$ cat config.mk
export PLATFORM = sky130hd
export DESIGN_NAME = peripheral_sync_filter_bb
export DESIGN_NICKNAME = d
export VERILOG_FILES = /design/src/rtl/peripheral_sync_pkg.sv /design/src/rtl/peripheral_sync_filter_ch_bb.sv /design/src/rtl/peripheral_sync_filter_bb.sv
export SDC_FILE = /design/constraint.sdc
export NUM_CORES = 1
export LEC_CHECK = 0
export CAP_MARGIN = 20
export CELL_PAD_IN_SITES_DETAIL_PLACEMENT = 0
export CELL_PAD_IN_SITES_GLOBAL_PLACEMENT = 1
export CORE_AREA = 2 2 39 41
export DETAILED_ROUTE_END_ITERATION = 12
export DIE_AREA = 0 0 41 43
export DONT_BUFFER_PORTS = 1
export HOLD_SLACK_MARGIN = 0.08
export PLACE_DENSITY = 0.38
export SYNTH_ARGS = -nofsm -noshare
export SYNTH_HDL_FRONTEND = slang
export SYNTH_HIERARCHICAL = 1
export SYNTH_SLANG_ARGS = --single-unit
$ cat constraint.sdc
create_clock -name clk -period 2.52 [get_ports clk]
set_input_delay 0.252 -clock clk [delete_from_list [all_inputs] [get_ports clk]]
set_output_delay 0.252 -clock clk [all_outputs]
set_load 0.005 [all_outputs]
$ cat src/rtl/peripheral_sync_pkg.sv
// Shared defaults, legal parameter ranges and sizing helper for the
// peripheral synchroniser/filter block.
package peripheral_sync_pkg;

  localparam int unsigned DEF_STAGES     = 2;
  localparam int unsigned DEF_FILTER_CNT = 1;

  localparam int unsigned STAGES_MIN     = 2;
  localparam int unsigned STAGES_MAX     = 4;
  localparam int unsigned FILTER_CNT_MIN = 1;
  localparam int unsigned FILTER_CNT_MAX = 255;

  // Counter width able to hold 0..FILTER_CNT.
  function automatic int unsigned filt_cnt_width(input int unsigned filter_cnt);
    return $clog2(filter_cnt + 1);
  endfunction

endpackage

$ cat src/rtl/peripheral_sync_filter_ch_bb.sv
// One channel: synchroniser chain, stability counter, filtered level and
// registered rise/fall pulses.
module peripheral_sync_filter_ch_bb
  import peripheral_sync_pkg::*;
#(
  parameter int unsigned STAGES     = DEF_STAGES,
  parameter int unsigned FILTER_CNT = DEF_FILTER_CNT,
  parameter logic        RESET_BIT  = 1'b0
) (
  input  logic clk,
  input  logic rst_n,
  input  logic data_i,
  input  logic en_i,
  output logic level_o,
  output logic rise_o,
  output logic fall_o,
  output logic edge_c
);

  localparam int unsigned CW = filt_cnt_width(FILTER_CNT);

  logic [STAGES-1:0] sync_q;
  logic [CW-1:0]     cnt_q, cnt_d;
  logic              level_q, level_d;
  logic              rise_q, rise_d;
  logic              fall_q, fall_d;
  logic              sync_s;

  assign sync_s = sync_q[STAGES-1];

  // Counter only advances while the synchronised input disagrees with the level.
  always_comb begin
    cnt_d   = '0;
    level_d = level_q;
    rise_d  = 1'b0;
    fall_d  = 1'b0;
    if (en_i && (sync_s != level_q)) begin
      if (cnt_q == CW'(FILTER_CNT - 1)) begin
        level_d = sync_s;
        rise_d  = sync_s;
        fall_d  = ~sync_s;
      end else begin
        cnt_d = cnt_q + CW'(1);
      end
    end
  end

  always_ff @(posedge clk) begin
    if (!rst_n) begin
      sync_q  <= {STAGES{RESET_BIT}};
      cnt_q   <= '0;
      level_q <= RESET_BIT;
      rise_q  <= 1'b0;
      fall_q  <= 1'b0;
    end else begin
      sync_q  <= {sync_q[STAGES-2:0], data_i};
      cnt_q   <= cnt_d;
      level_q <= level_d;
      rise_q  <= rise_d;
      fall_q  <= fall_d;
    end
  end

  assign level_o = level_q;
  assign rise_o  = rise_q;
  assign fall_o  = fall_q;
  assign edge_c  = rise_d | fall_d;

endmodule

$ cat src/rtl/peripheral_sync_filter_bb.sv
// Multi-channel input synchroniser with glitch filter and edge reporting;
// per-channel logic lives in peripheral_sync_filter_ch_bb.
module peripheral_sync_filter_bb
  import peripheral_sync_pkg::*;
#(
  parameter int unsigned      WIDTH      = 1,
  parameter int unsigned      STAGES     = DEF_STAGES,
  parameter int unsigned      FILTER_CNT = DEF_FILTER_CNT,
  parameter logic [WIDTH-1:0] RESET_VAL  = '0
) (
  input  logic             clk,
  input  logic             rst_n,
  input  logic [WIDTH-1:0] data_in,
  input  logic [WIDTH-1:0] en,
  output logic [WIDTH-1:0] data_out,
  output logic [WIDTH-1:0] rise,
  output logic [WIDTH-1:0] fall,
  output logic             any_edge
);

  if ((STAGES < STAGES_MIN) || (STAGES > STAGES_MAX)) begin : g_bad_stages
    $error("peripheral_sync_filter_bb: STAGES out of range 2..4");
  end
  if ((FILTER_CNT < FILTER_CNT_MIN) || (FILTER_CNT > FILTER_CNT_MAX)) begin : g_bad_filter
    $error("peripheral_sync_filter_bb: FILTER_CNT out of range 1..255");
  end
  if (WIDTH < 1) begin : g_bad_width
    $error("peripheral_sync_filter_bb: WIDTH must be at least 1");
  end

  logic [WIDTH-1:0] edge_c;
  logic             any_edge_q;

  for (genvar g = 0; g < WIDTH; g++) begin : g_ch
    peripheral_sync_filter_ch_bb #(
      .STAGES     (STAGES),
      .FILTER_CNT (FILTER_CNT),
      .RESET_BIT  (RESET_VAL[g])
    ) u_ch (
      .clk     (clk),
      .rst_n   (rst_n),
      .data_i  (data_in[g]),
      .en_i    (en[g]),
      .level_o (data_out[g]),
      .rise_o  (rise[g]),
      .fall_o  (fall[g]),
      .edge_c  (edge_c[g])
    );
  end

  // Registered from the channels' next-state pulses so it lines up with rise/fall.
  always_ff @(posedge clk) begin
    if (!rst_n) begin
      any_edge_q <= 1'b0;
    end else begin
      any_edge_q <= |edge_c;
    end
  end

  assign any_edge = any_edge_q;

endmodule

## Word-level counts from Yosys, hierarchy flattened

Index checks and enable logic that the tools add are counted.

| storage, ports and cells | value |
|---|---|
| bits in registers | 7 |
| input port bits | 4 |
| output and inout bits | 4 |
| word-level logic and storage cells | 18 |

| operators by class | value |
|---|---|
| $add $sub $neg | 1 |
| eq/ne operators | 1 |
| muxes and demuxes | 4 |
| bitwise gates (word level) | 3 |
| reductions and logical operators | 3 |

Operator list:

| operator | number |
|---|---|
| two-way mux 1 bit | 4 |
| AND reduction 3 bit | 1 |
| inverter 1 bit | 2 |
| AND reduction 2 bit | 1 |
| adder 1 bit (second input constant) | 1 |
| logical AND 1 bit | 1 |
| != test 1 bit | 1 |
| bitwise OR 1 bit | 1 |

## Depth between registers and ports, before layout

Gate-level depths: netlist (run 1).

| depth | value |
|---|---|
| depth after elaboration | 4 |
| depth in mapped cells | 3 |
| depth with buffers taken out | 3 |

## Modules after synthesis

Netlist (run 1), hierarchy kept.

By module, submodules not included:

| module | instances | cells each | area each (µm²) | seq. area each (µm²) |
|---|---|---|---|---|
| peripheral_sync_filter_ch_bb | 1 | 18 | 212.7 | 120.1 |
| peripheral_sync_filter_bb | 1 | 2 | 26.3 | 20.0 |

## Worst setup path after synthesis (run 1)

No wires, ideal clock.

| timing path | value |
|---|---|
| kind | register to register |
| start | register g_ch[0].u_ch.level_q |
| end | register any_edge_q (netlist: any_edge) |
| arrival time | 0.752 ns |
| data required time | 2.405 ns |
| path slack | 1.653 ns |
| stages on the path, launching flop included | 4 |
| cells stage by stage | dfxtp_1 -> xor2_1 -> and2_1 -> and2_1 |

| on the way | value |
|---|---|
| longest elaborated chain between the ends | 4 |
| elaborated cells on any way between the ends | 5 |

RTL lines:

| what | line | RTL |
|---|---|---|
| start, declared | peripheral_sync_filter_ch_bb.sv:24 | `logic level_q, level_d;` |
| start signal, assigned | peripheral_sync_filter_ch_bb.sv:58 | `level_q <= level_d;` |
| != test 1 bit (*) | peripheral_sync_filter_ch_bb.sv:37 | `if (en_i && (sync_s != level_q)) begin` |
| logical AND 1 bit (*) | peripheral_sync_filter_ch_bb.sv:37 |  |
| two-way mux 1 bit | peripheral_sync_filter_ch_bb.sv:37 |  |
| bitwise OR 1 bit (*) | peripheral_sync_filter_ch_bb.sv:67 | `assign edge_c = rise_d \| fall_d;` |
| net edge_c | peripheral_sync_filter_bb.sv:31 | `logic [WIDTH-1:0] edge_c;` |
| end signal, assigned | peripheral_sync_filter_bb.sv:56 | `any_edge_q <= \|edge_c;` |
| end, declared | peripheral_sync_filter_bb.sv:32 | `logic any_edge_q;` |

The timed path passes the listed nets; every way through them passes the cells marked *.
A chain may end at the register's enable or synchronous reset.

## Final worst setup path (run 1)

| timing path | value |
|---|---|
| start | register g_ch[0].u_ch.level_q |
| end | output data_out |

RTL lines:

| what | line | RTL |
|---|---|---|
| end, declared | peripheral_sync_filter_bb.sv:15 | `output logic [WIDTH-1:0] data_out,` |

No word-level cell between the ends.

==> results.rst, run 1 <==
.. list-table::
   :header-rows: 1

   * - Metric
     - Value
   * - Capture point of the worst path
     - data_out
   * - Die outline width
     - 41 um
   * - Post-CTS Resized
     - 0
   * - Power per standard cell area
     - 778 nW/um^2
   * - Y dimension of the die
     - 43 um
   * - Unrepaired setup endpoints after global routing
     - false
   * - Avg Inst Size Synth
     - 11.9 um^2
   * - Number of hold-repair buffers added at the cts stage
     - 0
   * - Part of the total power dissipated in sequential elements
     - 52.1%
   * - Portion of the clock cycle consumed by the worst path in the final layout
     - 36.9%
   * - Final weighted congestion in routability-driven placement
     - 0.558
   * - Number of detailed-route iterations in the first pass
     - 1
   * - Standard-cell row count
     - 14
   * - Final worst clock skew
     - 1.74 ps
   * - Wirelength, routed
     - 336 um
   * - Buffers from clock root to sink, at most
     - 2
   * - Path length in cells of the critical path
     - 0
   * - Number of standard cells after synthesis
     - 20
   * - Path type of the worst setup path
     - register to output pin
   * - Share of total power in the clock network
     - 45.5%
   * - Buffers inserted during post-CTS setup optimization
     - 0
   * - Initial standard-cell utilization of the core
     - 17.3%
   * - Beginning of the worst register-to-register path
     - g_ch[0].u_ch/level_o
   * - Fraction of power consumed by combinational cells
     - 2.4%
   * - Hold/Removal Path Class
     - input pin to register
   * - MaxCap Viol Count
     - 0
   * - Tot Pwr
     - 0.222 mW
   * - Fraction of power spent switching nets
     - 19.9%
   * - Count of distinct cell types in the synthesized netlist
     - 9
   * - Antenna violations before repair
     - 0
   * - Worst R2R Path Depth
     - 3
   * - Worst R2R End
     - any_edge
   * - Outcome
     - complete, no violations
   * - Core Box Area
     - 1380 um^2
   * - Antenna Cells
     - 0
   * - Post-DP Area
     - 259 um^2
   * - Cell-internal power
     - 0.178 mW
   * - Total routing usage reported by global routing
     - 5.63%
   * - Net switching power
     - 0.0442 mW
   * - Final net count
     - 29
   * - Reported leakage power
     - 0.115 nW
   * - Clock latency on the worst-skew pair
     - 250 ps
   * - Largest net degree at the start of global routing
     - 7
   * - Fin. Hold Viols
     - 0
   * - Synthesized flop and latch total
     - 7
   * - Number of global-route vias before repair
     - 131
   * - Clock transition at the registers of the reported paths
     - 50 ps
   * - Remaining number of nets flagged by the antenna check after routing
     - 0
   * - Mapped cell area
     - 239 um^2
   * - TritonCTS clock tree
     - yes
   * - Setup TNS
     - 0 ps
   * - Number of design-rule violations left by the first detailed-router iteration
     - 0
   * - Final count of negative-setup-slack endpoints
     - 0
   * - IO Pins
     - 8
   * - Critical Path Source Type
     - register
   * - Number of clock buffers inserted by TritonCTS
     - 3
   * - Vias after detailed routing
     - 136
   * - Number of vias per cell
     - 3.40
   * - Synth Net Count
     - 24
   * - Sink count of the clock tree
     - 7
   * - Startpoint of the most critical setup path
     - g_ch[0].u_ch/level_o
   * - Relative area change from synthesis to final layout
     - 19.4%
   * - Worst path arrival time
     - 680 ps
   * - Overall die area
     - 1760 um^2
   * - Peak supply drop
     - 0.000208 V
   * - Fin crit period
     - 930 ps
   * - Deepest level of the CTS H-tree
     - 1
   * - Reg-to-reg slack, setup
     - 1610 ps
   * - Final-layout fill cell count
     - 151
   * - Global-route wire length before repair
     - 538 um
   * - Final non-filler cell area
     - 285 um^2
   * - Critical-path maximum fanout
     - 5
   * - Top achievable clock speed
     - 1.07 GHz
   * - Overall overflow remaining after global route
     - 0
   * - Sequential fraction of the synthesis area
     - 58.6%
   * - Most common cell after layout, fill and taps aside
     - dfxtp_1
   * - Port Buf Inserts
     - 0
   * - Synthesis Warnings
     - 6
   * - Detailed-route wire length per cell
     - 8.40 um
   * - Required arrival time at the worst endpoint
     - 2270 ps
   * - Category of the worst setup path capture point
     - output pin
   * - CTS root buf
     - clkbuf_4
   * - Share of final-layout standard cells stronger than drive strength 1
     - 25.0%
   * - # DRC
     - 0
   * - Number of pins with negative max-slew slack in the final report
     - 0
   * - Top library cells by usage in the layout, fill and taps aside
     - dfxtp_1, and2_1, clkbuf_4, nand2_1, nor3b_2
[sequential cells by signal, summed over array words and instances (netlist names)]
register / cells
any_edge: 1
g_ch.u_ch/cnt_q: 1
g_ch.u_ch/fall_o: 1
g_ch.u_ch/level_o: 1
g_ch.u_ch/rise_o: 1
g_ch.u_ch/sync_q: 2
[layer usage]
| metal | track usage (%) | part of all wire, % | routed length (um) | vias to the layer above |
|---|---|---|---|---|
| li1 | - | - | - | 69 |
| met4 | 4.00 | 0 | 0 | 0 |
| met5 | 0 | 0 | 0 | - |
| met1 | 4.52 | 43 | 143 | 59 |
| met2 | 5.94 | 42 | 141 | 8 |
| met3 | 8.90 | 15 | 51 | 0 |
[power by group through the flow]
stage,Combinational [mW],Clock (mW),Sequential (mW)
2_1_floorplan,0.00504,0,0.118
3_3_place_gp,0.00550,0,0.118
3_5_place_dp,0.00551,0,0.118
4_1_cts,0.00551,0.109,0.116
5_1_grt,0.00618,0.118,0.116
6_report,0.00542,0.101,0.116
[worst min-delay path by stage]
stage / from / end / slack (ps) / depth (start not counted)
6_report: rst_n / g_ch[0].u_ch/sync_q[1] / 130 / 1
5_1_grt: rst_n / g_ch[0].u_ch/sync_q[1] / 100 / 1
4_1_cts: rst_n / g_ch[0].u_ch/sync_q[0] / 110 / 1
3_5_place_dp: rst_n / g_ch[0].u_ch/sync_q[0] / 380 / 1
3_3_place_gp: rst_n / g_ch[0].u_ch/sync_q[0] / 380 / 1
2_1_floorplan: rst_n / g_ch[0].u_ch/sync_q[0] / 370 / 1
[cell usage after synthesis (all sizes together)]
library cell / number / area, um^2
and2: 4 / 25.0
and2b: 1 / 7.51
conb: 1 / 3.75
dfxtp: 7 / 140
mux2i: 1 / 10.0
nand2: 2 / 7.51
nand3b: 1 / 11.3
nor3b: 2 / 25.0
xor2: 1 / 8.76
[per-stage QoR]
stage	std cells	hold slack (ps)	worst slack, ps	util, %
final	40	125	1590	20.6
after global routing	40	99.3	1530	20.6
after CTS	40	113	1570	20.6
after detailed placement	36	377	1600	18.7
after global placement	36	379	1610	18.7
after floorplan	20	374	1650	-
[final cells by class]
class	count	area, um^2	area share (%)
multi-input combinational	13	98.8	34.6
clock buffer	4	26.3	9.21
tap	16	20.0	7.02
sequential	7	140	49.1
[logic make-up (layout without fill, tap and decap cells)]
logic type	count (synthesis)	count (layout)	synth area share, %
XOR/XNOR	1	1	3.67
buffers and inverters	0	4	0
AND/OR/NAND/NOR	10	10	31.9
flip-flops	7	7	58.6
other	1	1	1.57
multiplexers	1	1	4.19
Power figures use the tool's default switching activity.
==> run 2, diff against run 1 <==
- PLACE_DENSITY: 0.38 -> 0.39
- clock period: 2.52 -> 0.8 ns (I/O delays scaled with it)
==> run 2 against run 1 <==
Clock skew rose by 6.1 ps. Register-to-register slack got worse by 1600 ps. Hold slack improved by 24 ps. Core utilization rose by 4.0 points. The run now ends with setup timing left. Largest power group unchanged. First-iteration DRC count did not move. Critical path type is now register to register. Sequential cell count did not move.
==> results.rst, run 2 (synthesis gave the netlist of run 1 again) <==
.. list-table::
   :header-rows: 1

   * - Metric
     - Value
   * - Outcome
     - complete, but fails checks
   * - Violated checks
     - setup timing
   * - Overall die area
     - 1760 um^2
   * - WL met3
     - 71 um
   * - Total routing usage reported by global routing
     - 6.22%
   * - Clock transition at the registers of the reported paths
     - 60 ps
   * - Share of final-layout standard cells stronger than drive strength 1
     - 36.7%
   * - Part of the total power dissipated in sequential elements
     - 49.8%
   * - Reg-to-reg slack, setup
     - -30 ps
   * - Critical Path Source Type
     - register
   * - Fin. Hold Viols
     - 0
   * - Antenna Cells
     - 0
   * - Final count of negative-setup-slack endpoints
     - 5
   * - Sink count of the clock tree
     - 7
   * - Detailed route wirelength on metal2
     - 181 um
   * - Final net count
     - 35
   * - Most common cell after layout, fill and taps aside
     - dfxtp_1
   * - Top library cells by usage in the layout, fill and taps aside
     - dfxtp_1, and2_1, clkbuf_4, dlygate4sd3_1, buf_4
   * - Remaining number of nets flagged by the antenna check after routing
     - 0
   * - Fraction of power consumed by combinational cells
     - 5.8%
   * - Top achievable clock speed
     - 1.20 GHz
   * - Die outline width
     - 41 um
   * - Fin crit period
     - 834 ps
   * - Number of detailed-route iterations in the first pass
     - 1
   * - Final worst clock skew
     - 7.83 ps
   * - Share of total power in the clock network
     - 44.4%
   * - Worst path arrival time
     - 990 ps
   * - Number of global-route vias before repair
     - 149
   * - Number of design-rule violations left by the first detailed-router iteration
     - 0
   * - Slowest cell delay on critical path
     - 310 ps
   * - Fraction of power spent switching nets
     - 20.9%
   * - Global-route wire length before repair
     - 621 um
   * - Capture point of the worst path
     - any_edge
   * - Startpoint of the most critical setup path
     - g_ch[0].u_ch/cnt_q
   * - Register with the most flip-flops
     - g_ch.u_ch/sync_q
   * - Final weighted congestion in routability-driven placement
     - 0.552
   * - Cell-internal power
     - 0.577 mW
   * - Metal-1 WL
     - 145 um
   * - Port Buf Inserts
     - 0
   * - Reported leakage power
     - 0.146 nW
   * - Buffers from clock root to sink, at most
     - 2
   * - Detailed-route wire length per cell
     - 8.65 um
   * - Flip-flop count of the largest register after layout
     - 2
   * - Uppermost signal routing layer after detailed routing
     - met3
   * - Final Instance Count excl. Fillers
     - 46
   * - Master of the slowest instance on the critical path
     - dfxtp_1
   * - Worst R2R End
     - any_edge
   * - CTS root buf
     - clkbuf_4
   * - Number of vias per cell
     - 3.61
   * - Critical-path maximum fanout
     - 2
   * - Final-layout fill cell count
     - 150
   * - IO Pins
     - 8
   * - Wirelength, routed
     - 398 um
   * - Final worst setup slack
     - -34.5 ps
   * - Hold/Removal Path Class
     - input pin to register
   * - Deepest level of the CTS H-tree
     - 1
   * - Vias after detailed routing
     - 166
   * - TritonCTS clock tree
     - yes
   * - Largest net degree at the start of global routing
     - 7
   * - Worst R2R Path Depth
     - 3
   * - Unrepaired setup endpoints after global routing
     - true
   * - Initial standard-cell utilization of the core
     - 17.3%
   * - Antenna violations before repair
     - 0
   * - Power per standard cell area
     - 2140 nW/um^2
   * - Path type of the worst setup path
     - register to register
   * - Core Box Area
     - 1380 um^2
   * - Peak supply drop
     - 0.000763 V
   * - Number of clock buffers inserted by TritonCTS
     - 3
   * - Relative area change from synthesis to final layout
     - 42.4%
   * - Clock latency on the worst-skew pair
     - 250 ps
   * - Beginning of the worst register-to-register path
     - g_ch[0].u_ch/cnt_q
   * - Overall overflow remaining after global route
     - 0
   * - Post-CTS Resized
     - 0
   * - # DRC
     - 0
   * - Net switching power
     - 0.152 mW
   * - Number of pins with negative max-slew slack in the final report
     - 0
   * - Critical-path cell list
     - and2b_1, and2_1, and2_1
   * - MaxCap Viol Count
     - 0
   * - Standard-cell row count
     - 14
   * - Cell count after placement
     - 39
   * - Most common cell on crit path
     - and2_1
   * - Portion of the clock cycle consumed by the worst path in the final layout
     - 104%
   * - Category of the worst setup path capture point
     - register
   * - Y dimension of the die
     - 43 um
   * - Required arrival time at the worst endpoint
     - 950 ps
   * - Worst setup slack after placement
     - -47.3 ps
==> run 2: power by group through the flow <==
stage	Combinational (mW)	Clock, mW	Sequential, mW
floorplan	0.0160	0	0.371
global placement	0.0273	0	0.370
detailed placement	0.0276	0	0.371
CTS	0.0312	0.339	0.363
global route	0.0470	0.371	0.363
finish	0.0421	0.324	0.363
==> run 2: how the worst min path moves through the flow <==
stage / from / end / slack [ps] / cells past startpoint
after floorplan: rst_n / g_ch[0].u_ch/sync_q[1] / 200 / 1
after global placement: rst_n / g_ch[0].u_ch/sync_q[1] / 200 / 1
after detailed placement: rst_n / g_ch[0].u_ch/sync_q[1] / 210 / 1
after CTS: rst_n / any_edge / -50 / 1
after global routing: en / g_ch[0].u_ch/level_o / 170 / 3
final: en / g_ch[0].u_ch/level_o / 150 / 3
==> run 2: layout make-up <==
class	instances	area, um^2	area share, %
Timing Repair Buffer	6	52.6	15.4
Clock buffer	4	26.3	7.72
Tap cell	16	20.0	5.88
Multi-Input combinational cell	13	98.8	29.0
Sequential cell	7	143	41.9
==> run 2: per-stage QoR <==
stage | util [%] | power [mW] | setup TNS, ps | area (um^2) | hold WS [ps]
2_1_floorplan | - | 0.387 | -29.8 | 241 | 202
4_1_cts | 23.1 | 0.733 | -93.0 | 320 | -54.8
3_3_place_gp | 20.5 | 0.398 | -79.7 | 284 | 203
5_1_grt | 24.6 | 0.782 | -344 | 340 | 165
6_report | 24.6 | 0.729 | -94.2 | 340 | 149
3_5_place_dp | 20.5 | 0.398 | -87.7 | 284 | 207
==> run 2: critical path, delay by kind of cell (launching register included) <==
family | cells | cell delay, ps
DFF | 1 | 310
and+or+nand+nor | 3 | 420
==> run 2: per-layer routing <==
metal  global-route usage (%)  up-vias
li1                         -       83
met5                        0        -
met1                     5.79       72
met4                     2.00        0
met3                     9.42        0
met2                     7.19       11
==> run 2: timing repair <==
item                                    in CTS  in global routing
setup buffers                                0                  0
cloned                                       0                  0
hold endpoints to repair                     6                  5
endpoints found under the setup margin       3                  3
hold buffers                                 1                  2
